--- config.mk ---
export PLATFORM = sky130hd
export DESIGN_NAME = decoder_nx2pn_pipe_flat
export DESIGN_NICKNAME = d
export VERILOG_FILES = /design/src/rtl/decoder_nx2pn_pipe_if.sv /design/src/rtl/decoder_nx2pn_pipe.sv /design/src/flat_wrapper.sv
export SDC_FILE = /design/constraint.sdc
export NUM_CORES = 1
export LEC_CHECK = 0
export BUFFER_PORTS_ARGS = -buffer_cell sky130_fd_sc_hd__clkbuf_2
export CAP_MARGIN = 20
export CORE_ASPECT_RATIO = 0.75
export CORE_MARGIN = 1.5
export CORE_UTILIZATION = 30
export DETAILED_ROUTE_END_ITERATION = 8
export PLACE_DENSITY = 0.49
export RECOVER_POWER = 50
export SLEW_MARGIN = 5
export SYNTH_ARGS = -nofsm -noshare
export SYNTH_HDL_FRONTEND = slang
export SYNTH_SLANG_ARGS = --single-unit
--- constraint.sdc ---
create_clock -name CLK -period 3.8 [get_ports CLK]
set_input_delay 0.19 -clock CLK [delete_from_list [all_inputs] [get_ports CLK]]
set_output_delay 0.19 -clock CLK [all_outputs]
set_load 0.05 [all_outputs]
--- src/rtl/decoder_nx2pn_pipe_if.sv ---
// decoder_nx2pn_pipe_if: index in / one-hot out valid-ready bus.
// THERM member present only with DECODER_NX2PN_THERM_EN defined.
interface decoder_nx2pn_pipe_if #(
  parameter int N = 5
);
  localparam int W = 1 << N;

  logic [N-1:0] in;
  logic         in_valid;
  logic         in_ready;
  logic [W-1:0] out;
  logic         out_valid;
  logic         out_ready;
`ifdef DECODER_NX2PN_THERM_EN
  logic [W-1:0] therm;

  modport master (
    output in, in_valid, out_ready,
    input  in_ready, out, out_valid, therm
  );

  modport slave (
    input  in, in_valid, out_ready,
    output in_ready, out, out_valid, therm
  );
`else
  modport master (
    output in, in_valid, out_ready,
    input  in_ready, out, out_valid
  );

  modport slave (
    input  in, in_valid, out_ready,
    output in_ready, out, out_valid
  );
`endif
endinterface

--- src/rtl/decoder_nx2pn_pipe.sv ---
// decoder_nx2pn_pipe: registered N-to-2**N one-hot decoder, 2-entry skid.
// Optional thermometer output via DECODER_NX2PN_THERM_EN.
module decoder_nx2pn_pipe #(
  parameter int N = 5
) (
  input logic                 CLK,
  input logic                 RSTn,
  decoder_nx2pn_pipe_if.slave bus
);
  localparam int W = 1 << N;

  typedef enum logic [1:0] {
    EMPTY = 2'd0,
    ONE   = 2'd1,
    FULL  = 2'd2
  } state_t;

  state_t       state;
  state_t       state_nx;
  logic [W-1:0] main_q;
  logic [W-1:0] skid_q;
  logic         valid_q;
  logic         rdy_q;
  logic [W-1:0] dec_oh;
  logic         acc;
  logic         tak;
  logic         ld_main;
  logic         ld_skid;
  logic         mv_skid;

  assign acc = bus.in_valid & rdy_q;
  assign tak = valid_q & bus.out_ready;

  // one-hot decode of the incoming index
  always_comb begin
    dec_oh = '0;
    dec_oh[bus.in] = 1'b1;
  end

  // next buffer state and which register loads
  always_comb begin
    state_nx = state;
    ld_main  = 1'b0;
    ld_skid  = 1'b0;
    mv_skid  = 1'b0;
    unique case (state)
      EMPTY: begin
        if (acc) begin
          state_nx = ONE;
          ld_main  = 1'b1;
        end
      end
      ONE: begin
        if (acc && tak) begin
          ld_main = 1'b1;
        end else if (acc) begin
          state_nx = FULL;
          ld_skid  = 1'b1;
        end else if (tak) begin
          state_nx = EMPTY;
        end
      end
      FULL: begin
        if (tak) begin
          state_nx = ONE;
          mv_skid  = 1'b1;
        end
      end
      default: state_nx = EMPTY;
    endcase
  end

  // state, flags and one-hot storage
  always_ff @(posedge CLK or negedge RSTn) begin
    if (!RSTn) begin
      state   <= EMPTY;
      valid_q <= 1'b0;
      rdy_q   <= 1'b1;
      main_q  <= '0;
      skid_q  <= '0;
    end else begin
      state   <= state_nx;
      valid_q <= (state_nx != EMPTY);
      rdy_q   <= (state_nx != FULL);
      if (ld_main)
        main_q <= dec_oh;
      else if (mv_skid)
        main_q <= skid_q;
      if (ld_skid)
        skid_q <= dec_oh;
    end
  end

  assign bus.in_ready  = rdy_q;
  assign bus.out       = main_q;
  assign bus.out_valid = valid_q;

`ifdef DECODER_NX2PN_THERM_EN
  logic [W-1:0] dec_th;
  logic [W-1:0] main_t;
  logic [W-1:0] skid_t;

  assign dec_th = {W{1'b1}} << bus.in;

  // thermometer words ride alongside the one-hot words
  always_ff @(posedge CLK or negedge RSTn) begin
    if (!RSTn) begin
      main_t <= '0;
      skid_t <= '0;
    end else begin
      if (ld_main)
        main_t <= dec_th;
      else if (mv_skid)
        main_t <= skid_t;
      if (ld_skid)
        skid_t <= dec_th;
    end
  end

  assign bus.therm = main_t;
`endif
endmodule

--- src/flat_wrapper.sv ---
// flat-port wrapper written by rule: the top's interface ports become plain ports
module decoder_nx2pn_pipe_flat 
#(
  parameter int N = 5
)
  (CLK, RSTn, bus_in, bus_in_valid, bus_out_ready, bus_in_ready, bus_out, bus_out_valid);
  decoder_nx2pn_pipe_if #(.N(N)) bus_i ();
  input logic CLK;
  input logic RSTn;
  input wire logic [$bits(bus_i.in)-1:0] bus_in;
  input wire logic [$bits(bus_i.in_valid)-1:0] bus_in_valid;
  input wire logic [$bits(bus_i.out_ready)-1:0] bus_out_ready;
  output wire logic [$bits(bus_i.in_ready)-1:0] bus_in_ready;
  output wire logic [$bits(bus_i.out)-1:0] bus_out;
  output wire logic [$bits(bus_i.out_valid)-1:0] bus_out_valid;
  assign bus_i.in = bus_in;
  assign bus_i.in_valid = bus_in_valid;
  assign bus_i.out_ready = bus_out_ready;
  assign bus_in_ready = bus_i.in_ready;
  assign bus_out = bus_i.out;
  assign bus_out_valid = bus_i.out_valid;
  decoder_nx2pn_pipe #(.N(N)) u_core (.CLK(CLK), .RSTn(RSTn), .bus(bus_i));
endmodule
Word level (Yosys, flattened, before mapping)
Cells that the tools add are included.
{"block": "word_totals", "elab_cells": 34, "output_inout_bits": 34, "reg_bits": 68}
{"block": "classes", "n_bitwise": 2, "mux": 17, "eq_ne": 3, "magnitude_cmp": 2, "reduce_logical": 5}
{"op": "2-to-1 mux 32 bit", "count": 2}
{"op": "2-to-1 mux 2 bit", "count": 5}
{"op": "2-to-1 mux 1 bit", "count": 7}
{"op": "less-than comparator 5 x 6 -> 1 bit (second input constant)", "count": 1}
{"op": "case mux 2 bit (3 select lines)", "count": 1}
{"op": "demux 1 bit (select 5 bit)", "count": 1}
{"op": "greater-or-equal comparator 5 x 1 -> 1 bit (second input constant)", "count": 1}
{"op": "nonzero test 2 bit", "count": 2}
{"op": "bitwise AND 1 bit", "count": 2}
{"op": "== test 2 x 1 -> 1 bit (second input constant)", "count": 1}
{"op": "== test 2 bit (second input constant)", "count": 1}
{"op": "logical AND 1 bit", "count": 2}
{"op": "logical NOT 2 bit", "count": 1}
{"op": "!= test 2 bit (second input constant)", "count": 1}
{"op": "case mux 1 bit (2 select lines)", "count": 1}

Logic depth before layout (Yosys ltp)
Gate-level depths: netlist (run 1).
{"block": "logic_depth", "word_depth": 6, "mapped_depth": 5}

Least setup slack after synthesis (run 1)
Ideal clock, no wire load.
{"block": "synth_path", "kind": "flip-flop to flip-flop", "startpoint": "reg u_core.valid_q, in the netlist u_core.bus.out_valid", "endpoint": "reg u_core.main_q[24], in the netlist u_core.bus.out[24]", "synth_period_minus_slack_ns": 1.709, "arrival_ns": 1.583, "path_stages_with_launch": 6, "slack_ns": 2.091, "n_path_buf": 2, "setup_time_ns": 0.126, "cell_sequence": "dfrtp_1 -> and4b_1 -> buf_4 -> a21oi_4 -> buf_6 -> a221o_1"}
{"block": "synth_via", "elab_chain_cells": 5, "elab_cells_between_ends": 8}
{"item": "start, declared", "line_no": "decoder_nx2pn_pipe.sv:22", "text": "logic valid_q;"}
{"item": "start signal, assigned", "line_no": "decoder_nx2pn_pipe.sv:83", "text": "valid_q <= (state_nx != EMPTY);"}
{"item": "bitwise AND 1 bit (*)", "line_no": "decoder_nx2pn_pipe.sv:32", "text": "assign tak = valid_q & bus.out_ready;"}
{"item": "logical AND 1 bit", "line_no": "decoder_nx2pn_pipe.sv:54", "text": "if (acc && tak) begin"}
{"item": "2-to-1 mux 1 bit", "line_no": "decoder_nx2pn_pipe.sv:54"}
{"item": "case mux 1 bit (2 select lines)", "line_no": "decoder_nx2pn_pipe.sv:46", "text": "unique case (state)"}
{"item": "2-to-1 mux 32 bit or nonzero test 2 bit (tied branches)"}
{"item": "end signal, assigned", "line_no": "decoder_nx2pn_pipe.sv:86", "text": "main_q <= dec_oh;"}
{"item": "end signal, assigned", "line_no": "decoder_nx2pn_pipe.sv:88", "text": "main_q <= skid_q;"}
{"item": "end, declared", "line_no": "decoder_nx2pn_pipe.sv:20", "text": "logic [W-1:0] main_q;"}
Every way passes the cells marked *; elsewhere a longest branch is shown, timed or not.
A chain may end at the register's enable or synchronous reset.

==> flow_summary.toml, run 1 <==
[sta]
hold_violations = 0
finalSetupViolCount = 0
clock.fmax_mhz = 431
fin_tns_setup_ns = 0
finClkSkew_ns = 0.00602
rsz0062_at_grt = "no"
worst_pin_slew_ns = 1.28
timing.hold.ws_ns = 0.178
slew_viol_final = 0
slew_headroom = 0.145
fin_crit_sh = 0.611
fin_crit_ns = 2.32

[power_and_ir_drop]
p_leak_nw = 1.61
p_per_area_nw_per_um2 = 684
ir_worst_vdd_mv = 0.297

[min_path]
worstHoldPathCells = 3
whs_endpoint = "u_core.state[0]"
hold_path_startpoint = "bus_out_ready"
hp-class = "in2reg"

[drt]
drc_errors = 0
drt_wl_total_um = 8200
wl_per_cell_um = 18.8
drtPass1Iterations = 4
via_per_inst = 5.44
vias = 2371
ant_nets = 0
drt_iter0_markers = 152

[logic_synthesis]
yosys_warnings = 0
syn_inst = 269
ys_seq_elements = 68
seq_area_frac_synth = 0.542
synth_edf_count = 0
synthArstFlopShare = 1.00
syn_avg_cell_area_sq_um = 11.7
syn_nets = 278
netlist_area_sq_um = 3140
synth_top_flop_cell = "dfrtp_1"
ys_types = 39

[setup_path]
crit_slowest_cell = "clkbuf_2"
crit_buf_inv = 3
required_ns = 4.04
arrival_ns = 2.56
crit_path_end_kind = "async pin"
path_delay_family = "buffers and inverters"
critPathMaxStageDelay_ns = 1.10
r2r_slack_ns = 1.70
path_max_fanout = 51
cp_cell_sequence = "dlygate4sd3_1 -> clkbuf_1 -> clkbuf_2"
r2r_end = "u_core.bus.out[29]"
cp-start-kind = "primary input"
r2r_cells = 3
critical_path_class = "in2async"
reg2reg_from = "u_core.bus.out_valid"

[clock_tree]
clkLatencyLatePin_ns = 0.34
root_buffer = "clkbuf_16"
h-tree-depth = 3
ctsResizeCount = 0
cts_tree = "built"
numCtsBuffers = 9
numClockSinks = 68
hold_buffers = 1
cts.clk_slew.worst_paths_ns = 0.05
cts_max_path_buffers = 2
cts_setup_buffers = 0

[die]
start_util = 0.306
die_area_sq_um = 11100
core_area_sq_um = 10200
die_h_um = 91.6
die_width_um = 121
num_rows = 32
io_pins = 43

[layout]
final_common_cell = "dfrtp_1"
final_cell_mix = "67 x dfrtp_1, 37 x clkbuf_1, 30 x a221o_1"
utilization = 0.351
drive_above_1_share = 0.103
area_growth_pct = 14.7
nNetsFinal = 305
n_antenna_cell = 0

[global_route]
grt_max_degree = 52
grt-ovfl-total = 0
grt_pass1_vias = 2308
antenna_found_initial = 0
grt_usage = 0.159
grt_pass1_wl_um = 13300

[placed_design]
io_buffer_count = 42
gp_congestion = 0.715
dp_hpwl_um = 4930

[run]
cap_viol_max_count = 0

[outcome]
status = "finished, final reports clean"
## worst max path at each step
stage | start | to | slack, ns | cells after the start
after floorplan | u_core.bus.out_valid | u_core.bus.out[24] | 2.09 | 5
after global placement | u_core.bus.out_valid | u_core.bus.out[12] | 1.70 | 3
after detailed placement | u_core.bus.out_valid | u_core.bus.out[14] | 1.69 | 3
after CTS | u_core.bus.out_valid | u_core.bus.out[8] | 1.68 | 3
after global routing | RSTn | u_core.skid_q[8] | 0.93 | 3
final | RSTn | u_core.skid_q[19] | 1.48 | 3
## report_power, final
part           internal, mW  switching, mW
registers             0.848         0.0832
clock network         0.471          0.295
logic                 0.169          0.598
total                  1.49          0.976
## Yosys cell counts, drive strengths merged, types with 3 or more instances
cell type / n / area [sq um]
a21o: 6 / 45.0
a221o: 30 / 300
and2: 22 / 138
and3b: 4 / 36.3
buf: 14 / 113
clkbuf: 15 / 56.3
dfrtp: 67 / 1680
nand2: 6 / 30.0
nand3b: 4 / 42.5
nor3: 5 / 36.3
nor3b: 3 / 22.5
nor4: 19 / 119
o21ai: 26 / 130
o31ai: 26 / 195
or3b: 3 / 26.3
## through the flow
stage / worst slack (ns) / power, mW / cells / cell area (sq um)
2_1_floorplan: 2.09 / 1.58 / 269 / 3140
6_report: 1.48 / 2.46 / 436 / 3600
4_1_cts: 1.68 / 2.51 / 436 / 3650
5_1_grt: 0.931 / 2.59 / 436 / 3600
3_3_place_gp: 1.70 / 1.73 / 420 / 3370
3_5_place_dp: 1.69 / 1.73 / 420 / 3370
## registers in the layout (all words and copies together), names as in the netlist
name	count
u_core.bus.in_ready	1
u_core.bus.out_valid	1
u_core.state	2
u_core.bus.out	32
u_core.skid_q	32
## area by class of cell
cell class | count | area [sq um]
Fill cell | 1076 | 6650
Sequential cell | 68 | 1700
Multi-Input combinational cell | 172 | 1270
Clock buffer | 13 | 260
Timing Repair Buffer | 45 | 189
Tap cell | 136 | 170
Clock inverter | 2 | 10.0
## metal layers
| metal | global-route usage | vias up | share of wire |
|---|---|---|---|
| li1 | - | 1117 | - |
| met1 | 0.239 | 1177 | 0.50 |
| met2 | 0.219 | 68 | 0.42 |
| met3 | 0.0484 | 9 | 0.068 |
| met4 | 0.0471 | 0 | 0.0089 |
| met5 | 0 | - | 0 |
## kinds of logic after synthesis
kind of cell | count (synthesis) | synth area share
flops | 68 | 0.542
compound gates | 95 | 0.237
mux | 1 | 0.00359
simple gates | 76 | 0.163
buf+inv | 29 | 0.0538
## worst register-to-register path, cell delays in order (launching register included)
cell and delay, ns:
dfrtp_1 0.44, a21bo_2 0.47, a21oi_4 0.83, a221o_1 0.31
(Power assumes the default switching activity.)
==> run 2, diff against run 1 <==
==> constraint.sdc (replaced) <==
create_clock -name CLK -period 2.4 [get_ports CLK]
set_input_delay 0.12 -clock CLK [delete_from_list [all_inputs] [get_ports CLK]]
set_output_delay 0.12 -clock CLK [all_outputs]
set_load 0.05 [all_outputs]
==> run 2 against run 1 <==
Core utilization rose by 0.55 points. Register-to-register slack got worse by 1.0 ns. Combinational power rose by 67%. Final area rose by 1.6%. Sequential share of layout area fell by 0.73 points. Largest power group unchanged.
==> flow_summary.toml, run 2 (same netlist as run 1, synthesis figures left out) <==
[sta]
finClkSkew_ns = 0.00348
finalSetupViolCount = 0
clock.fmax_mhz = 574
fin_tns_setup_ns = 0
slew_viol_final = 0
rsz0062_at_grt = "no"
fin_crit_sh = 0.726
fin_crit_ns = 1.74
slew_headroom = 0.158
worst_pin_slew_ns = 1.26
hold_violations = 0

[drt]
drc_errors = 0
drt_iter0_markers = 178
vias = 2363
drtPass1Iterations = 4
ant_nets = 0
wl_per_cell_um = 18.8
via_per_inst = 5.31
drt_wl_total_um = 8390

[clock_tree]
root_buffer = "clkbuf_16"
clkLatencyLatePin_ns = 0.33
cts_setup_buffers = 0
cts_tree = "built"
cts.clk_slew.worst_paths_ns = 0.05
numCtsBuffers = 9
h-tree-depth = 3
ctsResizeCount = 0
cts_max_path_buffers = 2
hold_buffers = 1
numClockSinks = 68

[global_route]
antenna_found_initial = 0
grt-ovfl-total = 0
grt_pass1_vias = 2357
grt_usage = 0.163
grt_max_degree = 35
grt_pass1_wl_um = 13600

[die]
die_width_um = 121
io_pins = 43
die_area_sq_um = 11100
start_util = 0.306
core_area_sq_um = 10200
num_rows = 32
die_h_um = 91.6

[layout]
area_growth_pct = 16.5
nNetsFinal = 313
multi_input_area_sq_um = 1270
final_common_cell = "dfrtp_1"
fillers = 1073
seq_area_sq_um = 1700
n_antenna_cell = 0
final_cell_mix = "67 x dfrtp_1, 37 x clkbuf_1, 30 x a221o_1"
drive_above_1_share = 0.129

[setup_path]
cp-start-kind = "primary input"
crit_path_end_kind = "async pin"
arrival_ns = 2.16
required_ns = 2.82
path_max_fanout = 22
critical_path_class = "in2async"

[power_and_ir_drop]
p_per_area_nw_per_um2 = 1080
design_power_total_mw = 3.95
ir_worst_vdd_mv = 0.386
p_leak_nw = 1.64

[placed_design]
io_buffer_count = 42
gp_congestion = 0.771
dp_hpwl_um = 5380

[outcome]
status = "finished, final reports clean"

[run]
cap_viol_max_count = 0

[min_path]
hp-class = "in2reg"
[run 2: critical path, stage by stage]
cell and delay [ns]:
dlygate4sd3_1 0.52, clkbuf_1 0.92, clkbuf_2 0.59
[run 2: layer usage]
layer | up-vias | wire length (um) | global-route usage | part of all wire
met2 | 50 | 3530 | 0.216 | 0.42
met1 | 1185 | 4480 | 0.257 | 0.53
li1 | 1121 | - | - | -
met4 | 0 | 79 | 0.0412 | 0.0094
met3 | 7 | 305 | 0.0465 | 0.036
met5 | - | 0 | 0 | 0
[run 2: metrics by stage]
step / std cells / setup slack [ns] / util / cell area, sq um / hold slack [ns]
finish: 445 / 0.657 / 0.357 / 3660 / 0.151
global route: 445 / 0.350 / 0.357 / 3660 / 0.181
floorplan: 269 / 0.691 / - / 3140 / -0.176
global placement: 428 / 0.689 / 0.334 / 3430 / 0.132
detailed placement: 428 / 0.648 / 0.334 / 3430 / 0.130
CTS: 445 / 0.642 / 0.361 / 3700 / 0.126
[run 2: final timing paths]
path,start,endpoint,slack [ns],depth (start not counted)
max in group CLK,u_core.bus.in_ready,u_core.bus.out[23],0.66,5
setup reg to reg,u_core.bus.in_ready,u_core.bus.out[23],0.66,5
hold reg to reg,u_core.skid_q[21],u_core.skid_q[21],0.48,1
hold / removal,bus_out_ready,u_core.state[0],0.15,3
min in group asynchronous,RSTn,u_core.bus.out[24],0.59,2
setup / recovery,RSTn,u_core.bus.in_ready,0.66,3
[run 2: power by group]
group          switching (mW)  internal, mW
logic                   0.963         0.322
clock network           0.462         0.725
registers               0.135          1.34
total                    1.56          2.39
[run 2: layout make-up]
class | instances | share of cell area
clock buffers | 14 | 0.0694
clock inverters | 2 | 0.00274
repair buffers | 53 | 0.0688
multi-input cells | 172 | 0.347
well taps | 136 | 0.0465
flip-flops and latches | 68 | 0.466
